### src/rtl/instr_fetch_ctrl.sv
`default_nettype none
// ============================================================================
// instr_fetch_ctrl : single-outstanding instruction fetch sequencer feeding a
//                    halfword-granular fetch queue.          Revision: 1.0
// ============================================================================
module instr_fetch_ctrl #(
  parameter logic [31:0] RESET_ADDR = 32'h0000_0000
) (
  input  logic        clk,
  input  logic        rstn,
  input  logic        fetch_en,
  input  logic        jump,
  input  logic [31:0] jump_addr,
  output logic        ibus_req,
  output logic [31:0] ibus_addr,
  input  logic        ibus_gnt,
  input  logic        ibus_rvalid,
  input  logic [31:0] ibus_rdata,
  output logic        q_in_req,
  output logic        q_in_16bit,
  output logic [31:0] q_in,
  output logic        q_clr,
  input  logic [1:0]  q_vacant,
  output logic [31:0] fetch_pc
);

  typedef enum logic [1:0] {
    S_IDLE    = 2'd0,
    S_REQ     = 2'd1,
    S_WAIT    = 2'd2,
    S_DISCARD = 2'd3
  } state_t;

  localparam logic [31:0] C_HALF_MASK = 32'hFFFF_FFFE;
  localparam logic [31:0] C_RESET_PC  = RESET_ADDR & C_HALF_MASK;

  state_t      r_state;
  state_t      w_next_state;
  logic [31:0] r_pc;
  logic [31:0] w_next_pc;
  logic        w_write;
  logic        w_vacant_ok;

  always_ff @(posedge clk or negedge rstn) begin
    if (!rstn) begin
      r_state <= S_IDLE;
      r_pc    <= C_RESET_PC;
    end else begin
      r_state <= w_next_state;
      r_pc    <= w_next_pc;
    end
  end

  // An unaligned pc only needs room for the upper halfword of the word.
  assign w_vacant_ok = r_pc[1] ? (q_vacant != 2'd0) : (q_vacant >= 2'd2);

  always_comb begin
    w_next_state = r_state;
    w_write      = 1'b0;
    unique case (r_state)
      S_IDLE: begin
        if (!jump && fetch_en && w_vacant_ok) w_next_state = S_REQ;
      end
      S_REQ: begin
        if (jump)          w_next_state = ibus_gnt ? S_DISCARD : S_IDLE;
        else if (ibus_gnt) w_next_state = S_WAIT;
      end
      S_WAIT: begin
        if (jump) begin
          w_next_state = ibus_rvalid ? S_IDLE : S_DISCARD;
        end else if (ibus_rvalid) begin
          w_next_state = S_IDLE;
          w_write      = 1'b1;
        end
      end
      S_DISCARD: begin
        if (ibus_rvalid) w_next_state = S_IDLE;
      end
      default: w_next_state = S_IDLE;
    endcase
  end

  always_comb begin
    w_next_pc = r_pc;
    if (jump)         w_next_pc = jump_addr & C_HALF_MASK;
    else if (w_write) w_next_pc = r_pc + (r_pc[1] ? 32'd2 : 32'd4);
  end

  always_comb begin
    ibus_req   = (r_state == S_REQ);
    ibus_addr  = ibus_req ? {r_pc[31:2], 2'b00} : 32'h0000_0000;
    q_in_req   = w_write;
    q_in_16bit = w_write & r_pc[1];
    q_in       = 32'h0000_0000;
    if (w_write) q_in = r_pc[1] ? {16'h0000, ibus_rdata[31:16]} : ibus_rdata;
    // Held low while in reset even if a jump strobe is present.
    q_clr      = jump & rstn;
    fetch_pc   = r_pc;
  end

endmodule
`default_nettype wire

### config.mk
export PLATFORM = sky130hd
export DESIGN_NAME = instr_fetch_ctrl
export DESIGN_NICKNAME = d
export VERILOG_FILES = /design/src/rtl/instr_fetch_ctrl.sv
export SDC_FILE = /design/constraint.sdc
export NUM_CORES = 1
export LEC_CHECK = 0
export CELL_PAD_IN_SITES_DETAIL_PLACEMENT = 0
export CELL_PAD_IN_SITES_GLOBAL_PLACEMENT = 2
export CORE_MARGIN = 1.5
export CORE_UTILIZATION = 20
export DETAILED_ROUTE_END_ITERATION = 10
export HOLD_SLACK_MARGIN = 0.03
export PLACE_DENSITY = 0.84
export RECOVER_POWER = 50
export SETUP_SLACK_MARGIN = 0.05
export SYNTH_ARGS = -nofsm -noshare
export SYNTH_HDL_FRONTEND = slang
export SYNTH_SLANG_ARGS = --single-unit
### constraint.sdc
create_clock -name clk -period 8.3 [get_ports clk]
set_input_delay 2.075 -clock clk [delete_from_list [all_inputs] [get_ports clk]]
set_output_delay 2.075 -clock clk [all_outputs]
set_load 0.005 [all_outputs]
# After elaboration in Yosys (flattened, before gate mapping)
# Index checks and enable logic that the tools add are counted.
dict set report totals {
  ff_bits 34
  in_bits 72
  out_inout_bits 100
  wordCells 36
}
dict set report op_classes {
  addsub 1
  n_lt_le_gt_ge 1
  n_eq_ne 5
  mux 18
  bitwise 2
  n_reduce_logical 7
}
# cell n
set ops {}
lappend ops {{$mux W32} 5}
lappend ops {{$add A32 B3 Y32} 1}
lappend ops {{$mux W2} 7}
lappend ops {{$pmux W2 S4} 1}
lappend ops {{$eq A2 B2 Y1 const B} 2}
lappend ops {{$mux W1} 4}
lappend ops {{$reduce_bool A2 Y1} 2}
lappend ops {{$mux W3} 1}
lappend ops {{$ne A3 B2 Y1 const B} 1}
lappend ops {{$and A1 B1 Y1} 2}
lappend ops {{$eq A2 B1 Y1 const B} 1}
lappend ops {{$ge A2 B2 Y1 const B} 1}
lappend ops {{$logic_and A1 B1 Y1} 2}
lappend ops {{$logic_not A2 Y1} 1}
lappend ops {{$ne A2 B2 Y1 const B} 1}
lappend ops {{$reduce_and A2 Y1} 1}
lappend ops {{$logic_not A1 Y1} 1}

# Depth between registers and ports, before layout
# Gate-level depths: netlist of the first run.
dict set report depth {
  word_depth 5
  ltp_mapped 9
  depth_no_buf 6
}

# Least setup slack after synthesis of the first run
# No wires, ideal clock.
dict set report synth_timing {
  path_type {input to output}
  start {in ibus_rvalid}
  end {out q_in[10]}
  t_arrival_ns 2.989
  required_time_ns 6.225
  setup_slack_ns 3.236
  path_stages 5
  n_path_buf 2
  cell_sequence {and3b_1 nand2_1 clkbuf_1 buf_1 nor2_1}
}
dict set report synth_via {
  elab_chain_cells 4
}
# item line
set synth_rtl {}
lappend synth_rtl {{from (decl)} 17} ;# input logic ibus_rvalid,
lappend synth_rtl {{$mux W1} 71} ;# end else if (ibus_rvalid) begin
lappend synth_rtl {{$mux W1} 69} ;# if (jump) begin
lappend synth_rtl {{$mux W1} 60} ;# unique case (r_state)
lappend synth_rtl {{$mux W32} 95} ;# if (w_write) q_in = r_pc[1] ? {16'h0000, ibus_rdata[31:16]} : ibus_rdata;
lappend synth_rtl {{to (decl)} 21} ;# output logic [31:0] q_in,
# No other way between the ends.

# Worst setup path in the final report of the first run
dict set report layout_timing {
  start {in jump}
  end {out q_in[18]}
}
dict set report layout_via {
  elab_chain_cells 3
}
# item line
set layout_rtl {}
lappend layout_rtl {{from (decl)} 12} ;# input logic jump,
lappend layout_rtl {{$mux W1} 69}
lappend layout_rtl {{$mux W1} 60}
lappend layout_rtl {{$mux W32} 95}
# No other way between the ends.

==> results of run 1 <==
through the flow:
step | area (µm²) | hold slack [ps] | cells | worst slack, ps
after floorplan | 2610 | 566 | 328 | 3240
after global placement | 4400 | 587 | 646 | 1540
after detailed placement | 4400 | 614 | 646 | 1480
after CTS | 4590 | 621 | 654 | 1480
after global routing | 4570 | 660 | 654 | 1310
final | 4570 | 613 | 654 | 1510
worst reg2reg max path, delay by kind of cell, from the launching register on:
family,cells,cell delay [ps]
DFF,1,1070
adders and majority gates,1,510
buffers and inverters,1,600
AOI/OAI and AO/OA,2,320
and+or+nand+nor,2,1290
registers in the layout (all words and copies together), names as in the netlist:
register  count
fetch_pc     31
r_state       2
layer usage:
metal	wire length, µm	GRT usage (%)	vias up
li1	-	-	1505
met2	4760	23.2	101
met4	70	2.49	0
met3	571	3.45	4
met5	0	0	-
met1	4410	19.0	1402
final cells by class:
| cell class | instances | area share (%) |
|---|---|---|
| timing repair buffer | 171 | 37.0 |
| multi-input combinational | 262 | 35.4 |
| sequential | 33 | 18.1 |
| tap | 172 | 4.71 |
| clock buffer | 5 | 2.74 |
| clock inverter | 3 | 1.42 |
| inverter | 8 | 0.657 |
worst paths after layout:
kind	to	cells past startpoint
max	q_in[18]	7
min	fetch_pc[31]	2
max reg2reg	fetch_pc[22]	6
min reg2reg	fetch_pc[31]	2
max in group asynchronous	fetch_pc[2]	1
min in group asynchronous	fetch_pc[19]	1
power by group:
part           switching [W]  leakage (nW)  internal [W]
sequential         0.0000376         0.386      0.000178
clock              0.0000712        0.0938      0.000171
combinational       0.000106          1.27      0.000165
Yosys cell counts, types with 8 or more instances:
| library cell | number |
|---|---|
| a31oi_1 | 16 |
| and2_1 | 30 |
| and3_1 | 19 |
| clkbuf_1 | 15 |
| dfrtp_1 | 33 |
| inv_1 | 8 |
| mux2i_1 | 16 |
| nand2_1 | 24 |
| nand3_1 | 14 |
| nand4_1 | 8 |
| nor2_1 | 37 |
| o21ai_0 | 15 |
| o31ai_1 | 14 |
| or4_1 | 20 |
logic make-up (layout without fill, tap and decap cells):
kind of cell | after synthesis | after routing
mux | 16 | 16
flops | 33 | 33
compound gates | 58 | 58
other cells | 1 | 3
xor+xnor | 9 | 9
fa+ha+maj | 2 | 2
buf+inv | 33 | 187
simple gates | 174 | 174
==> summary.txt, run 1 <==
Cells and area
  – Final Util: 36.1%
  – Commonest non-fill, non-tap cells in the layout: clkdlybuf4s50_1 (134), nor2_1 (37), dfrtp_1 (33), dlygate4sd3_1 (32), and2_1 (30)
  – Diode count: 0
  – Commonest non-fill, non-tap cell in the layout: clkdlybuf4s50_1
  – Reg area: 826 µm²
  – P&R area growth vs syn: 75.7%
  – # nets final: 555
  – # fillers: 1357
  – Multi-input gate area: 1620 µm²
  – Layout cells sized above 1: 4.15%

Yosys
  – Sequential element share of the synthesized area: 31.7%
  – Avg Inst Size Synth: 7.98 µm²
  – Compound-Gate Fraction of Synth Area: 14.5%
  – Post-synthesis sequential element count: 33
  – Async set-reset flop share out of synthesis: 100%
  – Post-synth top area share: 31.7%
  – XOR/XNOR Fraction of Synth Area: 3.03%
  – Largest family of logic cells by synthesized area: simple AND/OR/NAND/NOR gates
  – Area contributors post-synth: dfrtp_1 (32%), and2_1 (7.2%), mux2i_1 (6.2%), or4_1 (5.8%), nor2_1 (5.3%)
  – Unique masters post-synth: 43
  – Simple-Gate Fraction of Synth Area: 37.6%
  – Mapped Cells: 326
  – Ys flop type: dfrtp_1
  – Leading area contributor after synthesis: dfrtp_1
  – Synth Area in Adders: 0.962%
  – Synthesized area: 2600 µm²
  – Post-synthesis mux area share: 6.16%
  – Post-synth EDFFs: 0
  – Ys Warns: 0

Global route
  – Vias in the first global route: 2844
  – Total GRT Usage: 14.1%
  – First-pass GRT wire length: 14.9 mm
  – GRT overflow: 0
  – Initial antenna violation count: 0
  – Largest net degree at the start of global routing: 38

STA
  – Hold Vio Cnt, Final: 0
  – Clock period minus final worst setup slack: 6790 ps
  – Max Clk Rate: 147 MHz
  – RSZ-0062 raised after global routing: false
  – Clock Skews: 4.51 ps
  – # setup viols final: 0
  – Slew @ Worst Pin: 1910 ps
  – Slew HR: -27.3%
  – Fin crit share: 81.8%
  – Setup TNS: 0 ps
  – Fin. max-slew vios: 35

Routing
  – 1st-iter DRT viols: 120
  – WL per Instance: 15.0 µm
  – Vias: 3012
  – Routed WL: 9.81 mm
  – Pre-antenna DRT Iters: 4
  – DRC: 0
  – Antenna-violating nets left: 0
  – Via/cell ratio: 4.61

Worst setup path
  – Worst reg2reg startpoint: fetch_pc[1]
  – Critical path's top delay family: buffers and inverters
  – Worst endpoint required time: 6230 ps
  – Max stage delay on crit path: 540 ps
  – Cell Chain, Critical Path: clkdlybuf4s50_1 -> buf_4 -> inv_1 -> nand2_1 -> inv_1 -> and3_1 -> clkdlybuf4s50_1
  – Setup CP Type: in2out
  – Arrival @ worst endpoint: 4720 ps
  – Critical path origin: jump
  – R2r setup slk: 4430 ps
  – Critical path buffers and inverters: 5
  – Critical path's slowest cell: nand2_1
  – Worst setup SP type: input port
  – Max FO, Critical Path: 34
  – Worst setup EP type: output port

Min path
  – Hold WC Path Type: reg2reg
  – Hold Crit Start: fetch_pc[31]

Clock network
  – Clock Tree Root: clkbuf_16
  – Clk sinks: 33
  – Clock transition at the registers of the reported paths: 60 ps
  – Quantity of gates resized following cts: 0
  – Post-CTS setup buffers: 0
  – Max clock buf depth: 2
  – CTS Hold Bufs: 0
  – CTS tree: done
  – Clk Latency, worst-skew pair: 280 ps
  – TritonCTS Buffers: 5
  – H-tree depth: 2

Die
  – Die area: 13700 µm²
  – Die Height: 117 µm
  – Starting Density: 20.5%
  – # IOs: 172
  – FP Rows: 41
  – Area of the core: 12700 µm²
  – Die width: 117 µm

Power
  – Max IR drop VDD: 0.0000829 V
  – Overall Power: 0.000729 W
  – Leakage: 1.75 nW
  – Pwr Density: 160 nW/µm²

Status
  – Status: finished with violations
  – Failing checks: capacitance limit, slew limit

Place
  – IO buf count: 167
  – DP HPWL: 7.39 mm
  – Placer congestion estimate: 0.698

Job
  – Max-cap violations: 1
(Power assumes the default switching activity.)
==> inputs of run 2 (changes only) <==
--- a/config.mk
+++ b/config.mk
@@ -8,10 +8,10 @@
 export CELL_PAD_IN_SITES_DETAIL_PLACEMENT = 0
 export CELL_PAD_IN_SITES_GLOBAL_PLACEMENT = 2
 export CORE_MARGIN = 1.5
-export CORE_UTILIZATION = 20
+export CORE_UTILIZATION = 17
 export DETAILED_ROUTE_END_ITERATION = 10
 export HOLD_SLACK_MARGIN = 0.03
-export PLACE_DENSITY = 0.84
+export PLACE_DENSITY = 0.75
 export RECOVER_POWER = 50
 export SETUP_SLACK_MARGIN = 0.05
 export SYNTH_ARGS = -nofsm -noshare
==> constraint.sdc (replaced) <==
create_clock -name clk -period 5.95 [get_ports clk]
set_input_delay 1.4875 -clock clk [delete_from_list [all_inputs] [get_ports clk]]
set_output_delay 1.4875 -clock clk [all_outputs]
set_load 0.005 [all_outputs]
==> summary.txt, run 2 (same netlist as run 1, synthesis figures left out) <==
Status
  – Status: finished with violations
  – Failing checks: capacitance limit, slew limit

Worst setup path
  – Setup CP Type: in2out
  – Max FO, Critical Path: 33
  – Worst setup SP type: input port
  – Worst reg2reg startpoint: fetch_pc[1]
  – Arrival @ worst endpoint: 3770 ps
  – Worst endpoint required time: 4460 ps
  – Worst setup EP type: output port
  – R2r worst-path depth: 6
  – R2r setup slk: 2100 ps
  – Critical path origin: jump
  – FF-to-FF End: fetch_pc[22]

Clock network
  – CTS tree: done
  – H-tree depth: 2
  – Clock transition at the registers of the reported paths: 50 ps
  – Post-CTS setup buffers: 0
  – Max clock buf depth: 2
  – Clock Tree Root: clkbuf_16
  – TritonCTS Buffers: 5
  – Quantity of gates resized following cts: 0
  – CTS Hold Bufs: 0
  – Clk Latency, worst-skew pair: 270 ps
  – Clk sinks: 33

Cells and area
  – Reg area: 826 µm²
  – P&R area growth vs syn: 76.6%
  – # fillers: 1619
  – Max reg flops: 31
  – Diode count: 0
  – Multi-input gate area: 1630 µm²
  – Layout cells sized above 1: 4.13%
  – # nets final: 557
  – Commonest non-fill, non-tap cell in the layout: clkdlybuf4s50_1
  – Commonest non-fill, non-tap cells in the layout: clkdlybuf4s50_1 (130), nor2_1 (37), dlygate4sd3_1 (36), dfrtp_1 (33), and2_1 (30)

Min path
  – Hold Path Depth: 2
  – Hold Path End: fetch_pc[28]
  – Hold WC Path Type: reg2reg
  – Hold Crit Start: fetch_pc[28]

Place
  – Placer congestion estimate: 0.728
  – DP HPWL: 7.93 mm
  – IO buf count: 167

Job
  – Max-cap violations: 1

STA
  – Slew @ Worst Pin: 1930 ps
  – Slew HR: -28.5%
  – Fin. max-slew vios: 34
  – Fin crit share: 88.4%
  – Hold Vio Cnt, Final: 0
  – Clock Skews: 5.34 ps
  – Worst-case hold slack: 604 ps
  – RSZ-0062 raised after global routing: false
  – # setup viols final: 0
  – Max Clk Rate: 190 MHz
  – Clock period minus final worst setup slack: 5260 ps
  – Setup TNS: 0 ps

Global route
  – Vias in the first global route: 2946
  – Total GRT Usage: 12.7%
  – First-pass GRT wire length: 16.3 mm
  – Initial antenna violation count: 0
  – GRT overflow: 0
  – Largest net degree at the start of global routing: 38

Routing
  – 1st-iter DRT viols: 184
  – Routed WL: 10.4 mm
  – Vias: 3032
  – WL per Instance: 15.4 µm
  – Via/cell ratio: 4.51
  – Antenna-violating nets left: 0
  – Pre-antenna DRT Iters: 4
  – DRC: 0

Die
  – Starting Density: 17.2%
  – Die Height: 127 µm
  – FP Rows: 45
  – Die width: 127 µm
  – Area of the core: 15100 µm²
  – # IOs: 172
  – Die area: 16100 µm²

Power
  – Pwr Density: 215 nW/µm²
  – Leakage: 1.77 nW
  – Max IR drop VDD: 0.0000981 V
==> run 2: changes by cell type in the layout (fill, tap and decap cells not counted), sizes merged <==
| cell | before | now |
|---|---|---|
| clkbuf | 7 | 11 |
| clkdlybuf4s50 | 134 | 130 |
| dlygate4sd3 | 32 | 36 |
| bufinv | 2 | 1 |
| clkinv | 1 | 0 |
==> run 2: layout make-up <==
type / instances / area share, %
repair buffers: 173 / 37.0
multi-input cells: 262 / 35.5
flip-flops and latches: 33 / 18.0
well taps: 188 / 5.12
clock buffers: 7 / 3.11
clock inverters: 1 / 0.654
inverters: 8 / 0.654
==> run 2: worst max path at each step <==
stage	end	cells past startpoint	slack, ps
CTS	q_in[16]	7	790
global route	q_clr	4	470
global placement	q_in[22]	7	850
finish	q_clr	4	690
detailed placement	q_in[16]	7	800
floorplan	q_in[10]	5	2060
==> run 2: power breakdown <==
group	switching (W)	total (W)	internal, W	leakage, nW
combinational	0.000149	0.000381	0.000232	1.30
sequential	0.0000549	0.000304	0.000249	0.386
clock	0.0000946	0.000304	0.000209	0.0841
==> run 2: layer usage <==
metal | GRT usage (%) | routed length (µm) | part of all wire (%) | vias up
li1 | - | - | - | 1509
met1 | 17.5 | 4960 | 48 | 1433
met2 | 21.2 | 4950 | 48 | 82
met3 | 1.98 | 379 | 3.7 | 8
met4 | 2.61 | 86 | 0.83 | 0
met5 | 0 | 0 | 0 | -
==> run 2: critical path, stage by stage <==
cell and delay, ps:
dlygate4sd3_1 540, clkbuf_1 970, and2_1 260, clkdlybuf4s50_1 510
==> run 2: metrics by stage <==
stage | instance area (µm²) | cells | setup slack [ps] | total power [W] | util, %
floorplan | 2610 | 328 | 2060 | 0.000446 | -
CTS | 4610 | 672 | 794 | 0.00101 | 30.5
global route | 4590 | 672 | 473 | 0.00105 | 30.4
global placement | 4430 | 664 | 851 | 0.000701 | 29.4
finish | 4590 | 672 | 693 | 0.000988 | 30.4
detailed placement | 4430 | 664 | 799 | 0.000706 | 29.4
==> inputs of run 3 (changes only) <==
--- a/config.mk
+++ b/config.mk
@@ -13,6 +13,7 @@
 export HOLD_SLACK_MARGIN = 0.03
 export PLACE_DENSITY = 0.75
 export RECOVER_POWER = 50
+export REMOVE_ABC_BUFFERS = 1
 export SETUP_SLACK_MARGIN = 0.05
 export SYNTH_ARGS = -nofsm -noshare
 export SYNTH_HDL_FRONTEND = slang
==> summary.txt, run 3 (same netlist as run 1, synthesis figures left out) <==
Status
  – Status: finished with violations
  – Failing checks: capacitance limit, slew limit

Place
  – Inst Count DP: 664
  – Placed Area: 4440 µm²
  – IO buf count: 167
  – Pre-CTS setup slack: 853 ps
  – Placer congestion estimate: 0.769
  – DP HPWL: 8.24 mm

STA
  – Clock Skews: 5.06 ps
  – Max Clk Rate: 187 MHz
  – Fin. max-slew vios: 34
  – Slew @ Worst Pin: 1920 ps
  – Fin crit share: 89.8%
  – Slew HR: -28.3%
  – RSZ-0062 raised after global routing: false
  – Hold Vio Cnt, Final: 0
  – # setup viols final: 0
  – Final worst setup slack: 606 ps
  – Clock period minus final worst setup slack: 5340 ps
  – Setup TNS: 0 ps

Global route
  – Vias in the first global route: 3036
  – First-pass GRT wire length: 17.1 mm
  – Largest net degree at the start of global routing: 38
  – Initial antenna violation count: 1
  – GRT overflow: 0
  – Total GRT Usage: 13.4%

Routing
  – Via/cell ratio: 4.65
  – Routed WL: 10.8 mm
  – Vias: 3128
  – Pre-antenna DRT Iters: 4
  – DRC: 0
  – Antenna-violating nets left: 0
  – 1st-iter DRT viols: 214
  – WL per Instance: 16.1 µm

Power
  – Combinational Power Share: 39.3%
  – Reg power frac: 29.7%
  – Leakage: 1.73 nW
  – Switch Pwr: 0.000304 W
  – Max IR drop VDD: 0.0000859 V
  – Switching Share: 30.7%
  – Pwr Density: 217 nW/µm²
  – Clock power share: 31.0%
  – P_int: 0.000688 W

Clock network
  – Clock Tree Root: clkbuf_16
  – Clk Latency, worst-skew pair: 280 ps
  – Quantity of gates resized following cts: 0
  – H-tree depth: 2
  – CTS tree: done
  – Clock transition at the registers of the reported paths: 60 ps
  – CTS Hold Bufs: 0
  – Max clock buf depth: 2
  – Clk sinks: 33
  – TritonCTS Buffers: 5
  – Post-CTS setup buffers: 0

Job
  – Max-cap violations: 1

Die
  – Die area: 16100 µm²
  – Die Height: 127 µm
  – # IOs: 172
  – Starting Density: 17.2%
  – Die width: 127 µm
  – Area of the core: 15100 µm²
  – FP Rows: 45

Cells and area
  – Final Util: 30.4%
  – Max reg flops: 31
  – # nets final: 557
  – Layout cells sized above 1: 3.93%
  – Commonest non-fill, non-tap cells in the layout: clkdlybuf4s50_1 (134), nor2_1 (36), dfrtp_1 (33), dlygate4sd3_1 (32), and2_1 (30)
  – P&R area growth vs syn: 76.1%
  – Final cell count without fillers: 673
  – Final instance area: 4580 µm²
  – Commonest non-fill, non-tap cell in the layout: clkdlybuf4s50_1

Worst setup path
  – Setup CP Type: in2out
  – Worst setup SP type: input port
  – Max FO, Critical Path: 33
  – Arrival @ worst endpoint: 3860 ps
  – Worst setup EP type: output port
  – Worst endpoint required time: 4460 ps

Min path
  – Hold WC Path Type: reg2reg
run 3: cell count changes in the layout (fill, tap and decap cells not counted):
cell,change
clkdlybuf4s50_1,+4
dlygate4sd3_1,-4
buf_4,-1
clkbuf_1,+1
diode_2,+1
nand3b_1,+1
nand3b_4,-1
nor2_1,-1
nor2_2,+1
run 3: power groups by stage:
| stage | Sequential (W) | Clock [W] | Combinational, W |
|---|---|---|---|
| finish | 0.000294 | 0.000308 | 0.000390 |
| global route | 0.000301 | 0.000325 | 0.000431 |
| CTS | 0.000297 | 0.000315 | 0.000408 |
| detailed placement | 0.000300 | 0 | 0.000407 |
| global placement | 0.000298 | 0 | 0.000404 |
| floorplan | 0.000293 | 0 | 0.000141 |
run 3: worst paths after layout:
check,slack [ps],startpoint,to,depth (start not counted)
worst max register to register,2560,fetch_pc[1],fetch_pc[22],5
max in group asynchronous,2860,rstn,fetch_pc[19],2
min in group asynchronous,1970,rstn,fetch_pc[18],2
worst max-delay path,610,jump,q_clr,4
worst min register to register,610,fetch_pc[31],fetch_pc[31],2
worst min-delay path,610,fetch_pc[31],fetch_pc[31],2
run 3: worst max-delay path, cell delays in order:
cell and delay [ps]:
dlygate4sd3_1 600, clkbuf_1 1010, and2_1 250, clkdlybuf4s50_1 500
run 3: area by class of cell:
cell class	instances	area [µm²]
Clock inverter	1	30.0
Timing Repair Buffer	173	1700
Tap cell	188	235
Inverter	8	30.0
Clock buffer	7	143
Multi-Input combinational cell	262	1620
Fill cell	1610	10500
Sequential cell	33	826
Antenna cell	1	2.50
run 3: per-stage QoR:
stage                     hold WS [ps]  power, W
after detailed placement           603  0.000707
after global placement             579  0.000702
after CTS                          611   0.00102
after floorplan                    566  0.000434
final                              610  0.000992
after global routing               636   0.00106
run 3: layer usage:
metal,up-vias,GRT usage [%],part of all wire (%)
met5,-,0,0
met4,0,2.87,1.2
li1,1507,-,-
met1,1521,18.4,45
met2,91,22.2,48
met3,9,2.15,5.5
==> RTL change, RTL diff (settings of run 3) <==
Make the reset (`rstn`) synchronous in one clocked block.
--- a/src/rtl/instr_fetch_ctrl.sv
+++ b/src/rtl/instr_fetch_ctrl.sv
@@ -43,3 +43,3 @@
 
-  always_ff @(posedge clk or negedge rstn) begin
+  always_ff @(posedge clk) begin
     if (!rstn) begin
Formal check against the unedited RTL: differs if rstn is asserted again (counterexample within 4 cycles, from zero or initial values and one cycle with rstn low); with rstn held inactive, the same outputs for 10 cycles.
==> RTL change against run 3 <==
  * Sequential cell count unchanged
  * Worst setup slack better by 190 ps
  * Wire length down 4.4%
  * Cell area up 0.11%
  * Die area up 0.61%
  * Sequential share of layout area down 3.6 points
  * Area after synthesis up 0.63%
  * Largest cell class is now multi-input gates
Power is not compared: it rests on default switching activity, and its combinational part moved more than twofold at a synthesized area within 25%.
==> RTL change: results (changes against run 3) <==
wl_met1_mm: 4.617  # was 4.894 mm
final_nets: 587  # was 557
grtUsageMet1_pct: 16.05  # was 18.38%
placed_cell_area_um2: 4461  # was 4436 µm²
netlist_top_cells_area: "dfxtp_1 (25%), and2_1 (11%), mux2i_1 (9.2%)"  # was dfrtp_1 (32%), and2_1 (7.2%), mux2i_1 (6.2%)
synth_mux_area_share_pct: 10.04  # was 6.157%
skew_ps: 3.799  # was 5.059 ps
drive_above_1_share_pct: 4.288  # was 3.926%
grtUsageMet3_pct: 3.894  # was 2.151%
arrival_ps: 3660  # was 3860 ps
viasPerCell: 4.424  # was 4.648
async_flop_share_pct: 0  # was 100.0%
grt_max_degree: 40  # was 38
tightest_slew_ps: 1225  # was 1925 ps
synth.distinct_cells: 52  # was 43
drt-initial-drc-count: 140  # was 214
status: "finished, final reports clean"  # was finished with violations
path_max_fanout: 16  # was 33
antenna_cells: 0  # was 1
synth_compound_area_share_pct: 12.43  # was 14.48%
fillerInstances: 1620  # was 1610
routed-wl-met3_um: 878  # was 594 µm
wl_mm: 10.36  # was 10.83 mm
placedCellCount: 694  # was 664
use_met2_pct: 21.64  # was 22.18%
synth_xor_xnor_area_share_pct: 6.692  # was 3.030%
synthTopCellsByCount: "and2_1 (45), nor2_1 (45), nand2_1 (35), dfxtp_1 (33), mux2i_1 (24)"  # was nor2_1 (37), dfrtp_1 (33), and2_1 (30), nand2_1 (24), or4_1 (20)
first_global_vias: 3044  # was 3036
grt_pass1_wl_mm: 16.32  # was 17.14 mm
synth-seq-area-share_pct: 25.24  # was 31.75%
synth_adder_area_share_pct: 0.9560  # was 0.9620%
place.detailed.hpwl_mm: 7.961  # was 8.240 mm
RTL change: cell types whose count changed in the layout (fill, tap and decap cells not counted), sizes merged, moves of 14 or more:
| cell | delta |
|---|---|
| a21oi | +21 |
| a31oi | -15 |
| and2 | +16 |
| and3 | -14 |
| dfrtp | -33 |
| dfxtp | +33 |
| or4 | -20 |
RTL change: final cells by class:
cell class | count | share of cell area (%)
Multi-Input combinational cell | 294 | 39.61
Clock buffer | 7 | 3.110
Inverter | 6 | 0.4910
Sequential cell | 33 | 14.40
Timing Repair Buffer | 173 | 37.26
Tap cell | 188 | 5.128
RTL change: through the flow:
step	worst slack [ps]	util (%)
2_1_floorplan	1434	-
3_3_place_gp	843.8	29.45
3_5_place_dp	799.5	29.45
4_1_cts	776.2	30.39
5_1_grt	576.1	30.29
6_report	800.6	30.29
RTL change: worst paths after layout:
path | startpoint | endpoint | slack, ps | cells after the start
setup reg to reg | fetch_pc[1]$_SDFFE_PN0P_ | fetch_pc[20]$_SDFFE_PN0P_ | 3660 | 7
hold / removal | fetch_pc[23]$_SDFFE_PN0P_ | fetch_pc[23]$_SDFFE_PN0P_ | 570 | 2
setup / recovery | ibus_rvalid | q_in[23] | 800 | 5
hold reg to reg | fetch_pc[23]$_SDFFE_PN0P_ | fetch_pc[23]$_SDFFE_PN0P_ | 570 | 2
RTL change: logic make-up (layout without fill, tap and decap cells):
kind of cell / Yosys count / in the layout
AO/OA/AOI/OAI: 54 / 54
multiplexers: 26 / 26
flip-flops: 33 / 33
buffers and inverters: 29 / 186
AND/OR/NAND/NOR: 189 / 189
XOR/XNOR: 20 / 20
other: 1 / 3
adder cells (fa/ha/maj): 2 / 2
RTL change: critical path: stages:
cell and delay (ps):
dlygate4sd3_1 610, nand4bb_1 170, nor2_1 640, and2_1 230, clkdlybuf4s50_1 510
